File: src/rtl/button_uart_tx.sv
// +------------------------------------------------------------------------+
// | button_uart_tx : sends sw_in as one 8N1 UART frame per button press,   |
// |                  with a one-entry pending buffer for early presses.    |
// | Rev 1.0                                                                 |
// +------------------------------------------------------------------------+
`default_nettype none

module button_uart_tx #(
   parameter int clk_freq  = 100_000_000,
   parameter int baud_rate = 115_200
) (
   input  logic       clk,
   input  logic       rst,
   input  logic       btn_in,
   input  logic [7:0] sw_in,
   output logic       tx,
   output logic       busy,
   output logic       tx_done,
   output logic       overrun
);

   localparam int bit_period = clk_freq / baud_rate;
   localparam int c_TIMER_W  = $clog2(bit_period + 1);
   localparam logic [c_TIMER_W-1:0] c_BIT_LAST = c_TIMER_W'(bit_period - 1);
   // tx_done is registered, so it is scheduled one cycle before the stop bit ends
   localparam logic [c_TIMER_W-1:0] c_BIT_DONE = c_TIMER_W'(bit_period - 2);

   typedef enum logic [1:0] {
      S_IDLE  = 2'd0,
      S_START = 2'd1,
      S_DATA  = 2'd2,
      S_STOP  = 2'd3
   } state_t;

   state_t               state_q;
   logic [c_TIMER_W-1:0] timer_q;
   logic [2:0]           bit_idx_q;
   logic [7:0]           shreg_q;
   logic                 pend_valid_q;
   logic [7:0]           pend_data_q;
   logic                 btn_prev_q;
   logic                 tx_q;
   logic                 busy_q;
   logic                 tx_done_q;
   logic                 overrun_q;

   logic w_press;
   logic w_bit_end;
   logic w_stop_end;

   assign w_press    = btn_in & ~btn_prev_q;
   assign w_bit_end  = (timer_q == c_BIT_LAST);
   assign w_stop_end = (state_q == S_STOP) && w_bit_end;

   always_ff @(posedge clk) begin
      if (rst) begin
         state_q      <= S_IDLE;
         timer_q      <= '0;
         bit_idx_q    <= '0;
         shreg_q      <= '0;
         pend_valid_q <= 1'b0;
         pend_data_q  <= '0;
         btn_prev_q   <= 1'b1;
         tx_q         <= 1'b1;
         busy_q       <= 1'b0;
         tx_done_q    <= 1'b0;
         overrun_q    <= 1'b0;
      end else begin
         btn_prev_q <= btn_in;
         tx_done_q  <= 1'b0;
         overrun_q  <= 1'b0;

         if (state_q != S_IDLE) begin
            timer_q <= w_bit_end ? '0 : timer_q + 1'b1;
         end

         // Mid-frame presses fill the pending slot; the stop-bit end handles its own
         if ((state_q != S_IDLE) && w_press && !w_stop_end) begin
            if (pend_valid_q) begin
               overrun_q <= 1'b1;
            end else begin
               pend_data_q  <= sw_in;
               pend_valid_q <= 1'b1;
            end
         end

         case (state_q)
            S_IDLE: begin
               tx_q    <= 1'b1;
               busy_q  <= 1'b0;
               timer_q <= '0;
               if (w_press) begin
                  shreg_q <= sw_in;
                  state_q <= S_START;
                  tx_q    <= 1'b0;
                  busy_q  <= 1'b1;
               end
            end
            S_START: begin
               if (w_bit_end) begin
                  state_q   <= S_DATA;
                  bit_idx_q <= '0;
                  tx_q      <= shreg_q[0];
                  shreg_q   <= {1'b0, shreg_q[7:1]};
               end
            end
            S_DATA: begin
               if (w_bit_end) begin
                  if (bit_idx_q == 3'd7) begin
                     state_q <= S_STOP;
                     tx_q    <= 1'b1;
                  end else begin
                     bit_idx_q <= bit_idx_q + 3'd1;
                     tx_q      <= shreg_q[0];
                     shreg_q   <= {1'b0, shreg_q[7:1]};
                  end
               end
            end
            S_STOP: begin
               if (timer_q == c_BIT_DONE) begin
                  tx_done_q <= 1'b1;
               end
               if (w_bit_end) begin
                  if (pend_valid_q) begin
                     shreg_q <= pend_data_q;
                     state_q <= S_START;
                     tx_q    <= 1'b0;
                     if (w_press) begin
                        pend_data_q <= sw_in;
                     end else begin
                        pend_valid_q <= 1'b0;
                     end
                  end else if (w_press) begin
                     shreg_q <= sw_in;
                     state_q <= S_START;
                     tx_q    <= 1'b0;
                  end else begin
                     state_q <= S_IDLE;
                     busy_q  <= 1'b0;
                  end
               end
            end
            default: begin
               state_q <= S_IDLE;
               tx_q    <= 1'b1;
               busy_q  <= 1'b0;
            end
         endcase
      end
   end

   assign tx      = tx_q;
   assign busy    = busy_q;
   assign tx_done = tx_done_q;
   assign overrun = overrun_q;

endmodule

`default_nettype wire

File: config.mk
export PLATFORM = sky130hd
export DESIGN_NAME = button_uart_tx
export DESIGN_NICKNAME = d
export VERILOG_FILES = /design/src/rtl/button_uart_tx.sv
export SDC_FILE = /design/constraint.sdc
export NUM_CORES = 1
export LEC_CHECK = 0
export CORE_MARGIN = 1
export CORE_UTILIZATION = 60
export DETAILED_ROUTE_END_ITERATION = 7
export PLACE_DENSITY = 0.92
export SLEW_MARGIN = 30
export SYNTH_ARGS = -nofsm -noshare
export SYNTH_HDL_FRONTEND = slang
export SYNTH_SLANG_ARGS = --single-unit
File: constraint.sdc
create_clock -name clk -period 3.64 [get_ports clk]
set_input_delay 0.728 -clock clk [delete_from_list [all_inputs] [get_ports clk]]
set_output_delay 0.728 -clock clk [all_outputs]
set_load 0.005 [all_outputs]
==> results.sh, run 1 <==
export IMPL_grt_pass1_wl_um=6830
export IMPL_whs_path_depth=1
export IMPL_synthArstFlopShare_pct=0
export IMPL_final_hold_violation_count=0
export IMPL_drtIter0Drc=95
export IMPL_area_growth_pct=11.8
export IMPL_cp_data_arrival_time_ns=2.61
export IMPL_finalCritPeriodShare_pct=63.3
export IMPL_antenna_found_initial=0
export IMPL_clk_latency_ns=0.36
export IMPL_r2r_start="state_q[1]"
export IMPL_hold_slack_ns=0.496
export IMPL_final_util_pct=72.8
export IMPL_seq_area_frac_synth_pct=40.2
export IMPL_ys_flop_type="dfxtp_1"
export IMPL_setup_tns_ns=0
export IMPL_worstMarginPinSlew_ns=0.647
export IMPL_irDropWorstVdd_v=0.000331
export IMPL_synth_nets=212
export IMPL_grt_start_max_net_pins=21
export IMPL_die_h_um=57.4
export IMPL_maxSlewViolCount=0
export IMPL_cts_sinks=37
export IMPL_antenna_left=0
export IMPL_wl_um=3900
export IMPL_fin_skew_ns=0.00552
export IMPL_dpl_cell_area_um2=1980
export IMPL_multi_input_area_um2=1030
export IMPL_wl_per_cell_um=16.7
export IMPL_worstSetupEndpointType="flop"
export IMPL_total_power_w=0.00102
export IMPL_path_max_fanout=19
export IMPL_grt_total_usage_pct=26.6
export IMPL_cp_required_ns=3.95
export IMPL_overflow=0
export IMPL_cp_start_kind="flop"
export IMPL_reg2reg_to="shreg_q[4]"
export IMPL_viasPerCell=6.54
export IMPL_p_seq_share_pct=45.3
export IMPL_nFillCells=205
export IMPL_postLayoutCellArea_um2=2060
export IMPL_cts_setup_buffers=0
export IMPL_hold_end="pend_data_q[1]"
export IMPL_root_buffer="clkbuf_4"
export IMPL_port_buffers=14
export IMPL_synth_top_cells_by_area="dfxtp_1 (40%), a22o_1 (7.6%), ha_1 (5.4%)"
export IMPL_ios=15
export IMPL_postSynthCellCount=193
export IMPL_mostFrequentLayoutCell="dfxtp_1"
export IMPL_antennaDiodeCount=0
export IMPL_fmax_mhz=434
export IMPL_rsz0062_at_grt="no"
export IMPL_combPwrFrac_pct=25.9
export IMPL_synth_top_area_share_pct=40.2
export IMPL_die_area_um2=3300
export IMPL_leakage_nw=0.677
export IMPL_die_w_um=57.4
export IMPL_dp_hpwl_um=2680
export IMPL_sw_frac_of_total_pct=33.1
export IMPL_p_clk_share_pct=28.8
export IMPL_most_common_layout_cells="dfxtp_1 (37), a22o_1 (16), nor2_1 (16)"
export IMPL_gp_congestion=0.823
export IMPL_drive_above_1_share_pct=8.37
export IMPL_synth_warnings=0
export IMPL_r2r_cells=6
export IMPL_cts_resized=0
export IMPL_critPathKind="flop to flop"
export IMPL_via_count=1531
export IMPL_seq_area_um2=741
export IMPL_netlist_area_um2=1840
export IMPL_hp_start="pend_data_q[1]"
export IMPL_reg2reg_slack_ns=1.34
export IMPL_hp_class="flop to flop"
export IMPL_path_clk_slew_ns=0.12
export IMPL_cts_tree="built"
export IMPL_drv_cap=0
export IMPL_grt_pass1_vias=1482
export IMPL_nets=221
export IMPL_maxSlewHeadroom_pct=56.9
export IMPL_power_density_nw_per_um2=496
export IMPL_setup_violations=0
export IMPL_drc=1
export IMPL_rows=19
export IMPL_syn_area_per_cell_um2=9.55
export IMPL_yosysTopAreaCell="dfxtp_1"
export IMPL_cts_buffers=5
export IMPL_first_pass_iters=6
export IMPL_violations="DRC"
export IMPL_fp_coreArea_um2=2830
export IMPL_start_util_pct=65.1
export IMPL_ys_ff_latch=37
export IMPL_cts_hold_buffers=0
export IMPL_status="finished with violations"
export IMPL_synth_edf_count=0
export IMPL_htreeDepth=2
export IMPL_p_int_w=0.000684
export IMPL_clock_path_buffers=2
export IMPL_p_sw_w=0.000338
export IMPL_layout_min_cycle_time_ns=2.30
export IMPL_ys_types=48
[worst max path at each step]
stage	from	end	slack (ns)	cells after the start
floorplan	state_q[0]	pend_data_q[0]	1.67	6
global placement	rst	pend_data_q[1]	1.17	6
detailed placement	rst	pend_data_q[7]	1.16	6
CTS	timer_q[3]	shreg_q[0]	1.35	4
global route	state_q[0]	shreg_q[0]	1.16	6
finish	state_q[1]	shreg_q[4]	1.34	6
[registers in the layout, summed over array words and instances, names as in the netlist, 2 cells and up]
signal	flops
state_q	2
timer_q	10
bit_idx_q	3
pend_data_q	8
shreg_q	8
[cell usage after synthesis, types with 2 or more instances]
cell type / number
nor3_1: 4
a211oi_1: 3
a21o_1: 2
inv_1: 6
xnor2_1: 7
nand2b_1: 4
and2_1: 3
clkbuf_1: 9
nand4_1: 6
a22oi_1: 7
buf_2: 3
a21oi_1: 10
a22o_1: 16
o21ai_0: 6
nand3_1: 3
nor2b_1: 2
nor2_1: 16
or3_1: 2
ha_1: 8
dfxtp_1: 37
nand2_1: 6
o2bb2ai_1: 7
[power by group through the flow]
stage,clock [W],combinational [W],sequential [W]
floorplan,0,0.000191,0.000463
global placement,0,0.000247,0.000467
detailed placement,0,0.000259,0.000470
CTS,0.000294,0.000261,0.000461
global route,0.000311,0.000293,0.000466
finish,0.000295,0.000264,0.000463
[worst max-delay path, stage by stage, from the launching register on]
cell	delay (ns)
dfxtp_1	0.37
inv_1	0.12
ha_1	0.59
inv_1	0.30
a21oi_1	0.54
o2bb2ai_1	0.19
a22o_1	0.15
[metal layers]
layer	track usage, %	part of all wire (%)	vias to the layer above
met5	0	0	-
met4	11.5	1.2	0
met3	5.67	5.1	5
met2	41.5	48	46
met1	35.5	46	739
li1	-	-	741
[cells by family (layout without fill, tap and decap cells)]
family          after synthesis  count (layout)  share of synthesized area [%]
fa+ha+maj                     8               8                           5.43
buf+inv                      19              29                           4.07
mux                           1               1                          0.543
compound gates               63              63                           28.0
xor+xnor                      8               8                           3.80
flops                        37              37                           40.2
simple gates                 57              57                           17.9
[final cells by class]
class                   instances  area share [%]
clock buffers                   5            1.82
multi-input cells             137            49.8
repair buffers                 15            7.16
inverters                       6            1.09
clock inverters                 3            2.25
flip-flops and latches         37            35.9
well taps                      31            1.88
[through the flow]
| step | setup WS [ns] | cells |
|---|---|---|
| after floorplan | 1.67 | 193 |
| after global placement | 1.17 | 226 |
| after detailed placement | 1.16 | 226 |
| after CTS | 1.35 | 234 |
| after global routing | 1.16 | 234 |
| final | 1.34 | 234 |
(Power assumes the default switching activity.)
==> run 2, diff against run 1 <==
--- a/config.mk
+++ b/config.mk
@@ -6,9 +6,9 @@
 export NUM_CORES = 1
 export LEC_CHECK = 0
 export CORE_MARGIN = 1
-export CORE_UTILIZATION = 60
+export CORE_UTILIZATION = 57
 export DETAILED_ROUTE_END_ITERATION = 7
-export PLACE_DENSITY = 0.92
+export PLACE_DENSITY = 0.88
 export SLEW_MARGIN = 30
 export SYNTH_ARGS = -nofsm -noshare
 export SYNTH_HDL_FRONTEND = slang
==> constraint.sdc (replaced) <==
create_clock -name clk -period 2.15 [get_ports clk]
set_input_delay 0.43 -clock clk [delete_from_list [all_inputs] [get_ports clk]]
set_output_delay 0.43 -clock clk [all_outputs]
set_load 0.005 [all_outputs]
==> run 2 against run 1 <==
Net effect: the flow now finishes without violations; routed wire length is 3.9% higher; largest cell class unchanged; first-iteration DRC count is 4.2% lower; die area is 5.1% higher; largest power group unchanged; highest routed layer unchanged; worst hold slack worse by 0.0029 ns; via count is 3.0% higher.
==> results.sh, run 2 (same netlist as run 1, synthesis figures left out) <==
export IMPL_most_common_layout_cells="dfxtp_1 (37), a22o_1 (16), nor2_1 (16)"
export IMPL_grt_pass1_vias=1476
export IMPL_htreeDepth=2
export IMPL_grt_pass1_wl_um=6820
export IMPL_crit_start="timer_q[3]"
export IMPL_drv_cap=0
export IMPL_wl_per_cell_um=15.8
export IMPL_path_max_fanout=8
export IMPL_drive_above_1_share_pct=11.7
export IMPL_critPathKind="flop to flop"
export IMPL_rows=20
export IMPL_setup_tns_ns=0
export IMPL_start_util_pct=60.4
export IMPL_nets=231
export IMPL_rsz0062_at_grt="no"
export IMPL_clock_path_buffers=2
export IMPL_overflow=0
export IMPL_finalCritPeriodShare_pct=92.8
export IMPL_hp_start="shreg_q[6]"
export IMPL_viasPerCell=6.14
export IMPL_r2r_cells=5
export IMPL_grt_total_usage_pct=26.5
export IMPL_maxSlewHeadroom_pct=66.7
export IMPL_root_buffer="clkbuf_4"
export IMPL_mostFrequentLayoutCell="dfxtp_1"
export IMPL_drc=0
export IMPL_die_area_um2=3460
export IMPL_drtIter0Drc=91
export IMPL_cp_data_arrival_time_ns=2.28
export IMPL_cp_start_kind="flop"
export IMPL_cts_buffers=5
export IMPL_fp_coreArea_um2=3050
export IMPL_port_buffers=14
export IMPL_hp_class="flop to flop"
export IMPL_via_count=1577
export IMPL_fin_skew_ns=0.0115
export IMPL_nFillCells=255
export IMPL_setup_violations=0
export IMPL_reg_top3="timer_q: 10 flops, pend_data_q: 8 flops, shreg_q: 8 flops"
export IMPL_die_w_um=58.9
export IMPL_total_power_w=0.00161
export IMPL_status="complete, no violations"
export IMPL_maxSlewViolCount=0
export IMPL_path_clk_slew_ns=0.10
export IMPL_whs_path_depth=1
export IMPL_gp_congestion=0.827
export IMPL_hold_slack_ns=0.493
export IMPL_antennaDiodeCount=0
export IMPL_irDropWorstVdd_v=0.000430
export IMPL_antenna_found_initial=0
export IMPL_clk_latency_ns=0.34
export IMPL_final_hold_violation_count=0
export IMPL_worstMarginPinSlew_ns=0.498
export IMPL_hold_end="shreg_q[6]"
export IMPL_layout_min_cycle_time_ns=2.00
export IMPL_wl_um=4050
export IMPL_ios=15
export IMPL_area_growth_pct=15.0
export IMPL_largest_reg_flops=10
export IMPL_reg2reg_slack_ns=0.15
export IMPL_antenna_left=0
export IMPL_dp_hpwl_um=2920
export IMPL_cts_tree="built"
export IMPL_leakage_nw=0.707
export IMPL_r2r_start="timer_q[3]"
export IMPL_largest_register="timer_q"
export IMPL_cp_required_ns=2.43
export IMPL_grt_start_max_net_pins=17
export IMPL_first_pass_iters=4
export IMPL_reg2reg_to="shreg_q[7]"
export IMPL_worstSetupEndpointType="flop"
export IMPL_power_density_nw_per_um2=760
export IMPL_fmax_mhz=501
export IMPL_die_h_um=58.9
export IMPL_cts_sinks=37
-- run 2: changes by cell type in the layout (fill, tap and decap cells not counted), sizes merged --
cell,before,now
clkbuf,5,8
clkinvlp,1,0
buf,1,11
bufinv,1,0
clkinv,1,0
-- run 2: layout make-up --
cell class	instances	area [um2]	area share [%]
clock buffers	8	48.8	2.30
inverters	6	22.5	1.06
multi-input cells	137	1030	48.6
flip-flops and latches	37	741	34.9
well taps	44	55.1	2.60
repair buffers	25	223	10.5
-- run 2: per-stage QoR --
stage                     instance area [um2]  util [%]  cells  worst slack [ns]
after floorplan                          1840         -    193             0.181
after global placement                   2070      67.7    249             0.162
after detailed placement                 2070      67.7    249             0.115
after CTS                                2120      69.3    257             0.140
after global routing                     2120      69.4    257            0.0563
final                                    2120      69.4    257             0.154
-- run 2: routing by layer --
layer / track usage (%) / vias to the layer above / part of all wire, %
li1: - / 765 / -
met1: 34.9 / 775 / 45
met2: 42.5 / 31 / 50
met3: 7.03 / 6 / 3.8
met4: 7.82 / 0 / 0.99
met5: 0 / - / 0
-- run 2: worst max path at each step --
stage                     endpoint  slack (ns)  cells past startpoint
detailed placement  pend_data_q[3]        0.12                      5
global route        pend_data_q[1]        0.06                      5
floorplan           pend_data_q[0]        0.18                      6
CTS                 pend_data_q[4]        0.14                      5
global placement    pend_data_q[0]        0.16                      5
finish                  shreg_q[7]        0.15                      5
-- run 2: repair_timing --
action | CTS | global route
buffers inserted | 0 | 0
hold buffers | 0 | 0
setup endpoints to repair | 0 | 2
resized for setup | 0 | 1
-- run 2: power by group --
part / internal [W] / switching (W) / total [W]
Clock: 0.000130 / 0.000217 / 0.000348
Combinational: 0.000200 / 0.000280 / 0.000481
Sequential: 0.000738 / 0.0000436 / 0.000782
-- run 2: worst max-delay path, stage by stage, from the launching register on --
cell,delay [ns]
dfxtp_1,0.35
or4b_1,0.56
buf_4,0.19
o31ai_2,0.24
and3b_1,0.39
a22o_1,0.20
==> run 3, diff against run 2 <==
--- a/config.mk
+++ b/config.mk
@@ -6,9 +6,10 @@
 export NUM_CORES = 1
 export LEC_CHECK = 0
 export CORE_MARGIN = 1
-export CORE_UTILIZATION = 57
+export CORE_UTILIZATION = 60
 export DETAILED_ROUTE_END_ITERATION = 7
-export PLACE_DENSITY = 0.88
+export DONT_BUFFER_PORTS = 1
+export PLACE_DENSITY = 0.86
 export SLEW_MARGIN = 30
 export SYNTH_ARGS = -nofsm -noshare
 export SYNTH_HDL_FRONTEND = slang
==> run 3 against run 2 <==
Net effect: the flow now finishes with violations (DRC); sequential share of layout area rose by 2.1 points; clock skew rose by 0.0022 ns; worst hold slack lost 0.36 ns; sequential cell count did not move; routed wire length up 2.2%; final cell count fell by 11%; first-iteration DRC count shrank 27%; count of clock-buffer cells in the layout decreased by 1; worst setup slack got worse by 0.056 ns; register-to-register slack got worse by 0.06 ns; power rose by 3.5%; critical endpoint is now pend_data_q[7]; highest routed layer unchanged.
==> results.sh, run 3 (same netlist as run 1, synthesis figures left out) <==
export IMPL_start_util_pct=65.1
export IMPL_drv_cap=0
export IMPL_setup_violations=0
export IMPL_cts_sinks=37
export IMPL_fin_cells=228
export IMPL_leakage_nw=0.668
export IMPL_ios=15
export IMPL_hold_slack_ns=0.135
export IMPL_cp_cell_sequence="or4b_4 > or4_4 > o22ai_4 > a22o_1"
export IMPL_clk_latency_ns=0.35
export IMPL_power_density_nw_per_um2=834
export IMPL_via_count=1524
export IMPL_fmax_mhz=487
export IMPL_critPathKind="flop to flop"
export IMPL_drc=1
export IMPL_drtIter0Drc=66
export IMPL_crit_buf_inv=0
export IMPL_reg_top3="timer_q: 10 flops, pend_data_q: 8 flops, shreg_q: 8 flops"
export IMPL_maxSlewHeadroom_pct=56.1
export IMPL_maxSlewViolCount=0
export IMPL_hp_class="input pin to flop"
export IMPL_wl_per_cell_um=18.2
export IMPL_fin_skew_ns=0.0137
export IMPL_setup_tns_ns=0
export IMPL_grt_start_max_net_pins=21
export IMPL_grt_total_usage_pct=26.8
export IMPL_cts_setup_buffers=0
export IMPL_max_stage_delay_ns=0.59
export IMPL_clock_path_buffers=2
export IMPL_path_max_fanout=8
export IMPL_worstMarginPinSlew_ns=0.659
export IMPL_r2r_cells=4
export IMPL_cts_hold_buffers=0
export IMPL_antenna_found_initial=0
export IMPL_cp_data_arrival_time_ns=2.35
export IMPL_largest_register="timer_q"
export IMPL_grt_pass1_wl_um=6670
export IMPL_root_buffer="clkbuf_4"
export IMPL_violations="DRC"
export IMPL_grt_pass1_vias=1540
export IMPL_cp_start_kind="flop"
export IMPL_layout_min_cycle_time_ns=2.05
export IMPL_dp_hpwl_um=2890
export IMPL_die_h_um=57.4
export IMPL_antennaDiodeCount=0
export IMPL_whs_path_depth=1
export IMPL_gp_congestion=0.893
export IMPL_cts_buffers=5
export IMPL_viasPerCell=6.68
export IMPL_place_inst=220
export IMPL_rsz0062_at_grt="no"
export IMPL_hold_end="bit_idx_q[2]"
export IMPL_total_power_w=0.00167
export IMPL_wl_um=4140
export IMPL_path_delay_family="simple AND/OR/NAND/NOR gates"
export IMPL_final_hold_violation_count=0
export IMPL_hp_start="rst"
export IMPL_reg2reg_slack_ns=0.1
export IMPL_area_growth_pct=8.35
export IMPL_die_area_um2=3300
export IMPL_overflow=0
export IMPL_cp_required_ns=2.44
export IMPL_worstSetupEndpointType="flop"
export IMPL_r2r_start="timer_q[3]"
export IMPL_nets=215
export IMPL_mostFrequentLayoutCell="dfxtp_1"
export IMPL_rows=19
export IMPL_largest_reg_flops=10
export IMPL_die_w_um=57.4
export IMPL_cts_tree="built"
export IMPL_drive_above_1_share_pct=13.2
export IMPL_status="finished with violations"
export IMPL_cts_resized=0
export IMPL_irDropWorstVdd_v=0.000660
export IMPL_htreeDepth=2
export IMPL_fp_coreArea_um2=2830
export IMPL_finalCritPeriodShare_pct=95.5
export IMPL_reg2reg_to="pend_data_q[7]"
export IMPL_port_buffers=0
export IMPL_path_clk_slew_ns=0.11
export IMPL_most_common_layout_cells="dfxtp_1 (37), a22o_1 (16), nor2_1 (16)"
export IMPL_antenna_left=0
export IMPL_first_pass_iters=6
export IMPL_crit_slowest_cell="or4b_4"
[run 3: routing by layer]
metal	part of all wire, %	global-route usage, %
met4	2.4	17.8
met3	5.6	6.12
met1	42	32.9
met5	0	0
met2	49	41.9
[run 3: per-stage QoR]
step / area (um2) / utilization, % / setup slack (ns)
3_3_place_gp: 1900 / 67.1 / 0.136
3_5_place_dp: 1900 / 67.1 / 0.0814
2_1_floorplan: 1840 / - / 0.181
5_1_grt: 2000 / 70.6 / 0.0204
4_1_cts: 1970 / 69.5 / 0.0535
6_report: 2000 / 70.6 / 0.0976
[run 3: final cells by class]
type,instances,area (um2)
timing repair buffer,9,67.6
inverter,6,22.5
tap,31,38.8
clock inverter,1,5.00
fill,215,832
multi-input combinational,137,1060
clock buffer,7,65.1
sequential,37,741
[run 3: worst max-delay path by stage]
stage | startpoint | endpoint | cells past startpoint
final | timer_q[3] | pend_data_q[7] | 4
after global routing | state_q[0] | shreg_q[0] | 6
after CTS | timer_q[3] | pend_data_q[7] | 4
after detailed placement | timer_q[3] | pend_data_q[0] | 4
after global placement | timer_q[3] | pend_data_q[6] | 4
after floorplan | state_q[0] | pend_data_q[0] | 6
[run 3: where the power goes]
group / total (W) / switching, W / internal, W / leakage, nW
registers: 0.000785 / 0.0000472 / 0.000738 / 0.299
logic: 0.000461 / 0.000287 / 0.000174 / 0.328
clock network: 0.000419 / 0.000230 / 0.000189 / 0.0413
total: 0.00167 / 0.000564 / 0.00110 / 0.668
[run 3: worst reg2reg max path, cell delays in order (launching register included)]
cell     delay (ns)
dfxtp_1        0.36
or4b_4         0.59
or4_4          0.58
o22ai_4        0.26
a22o_1         0.20
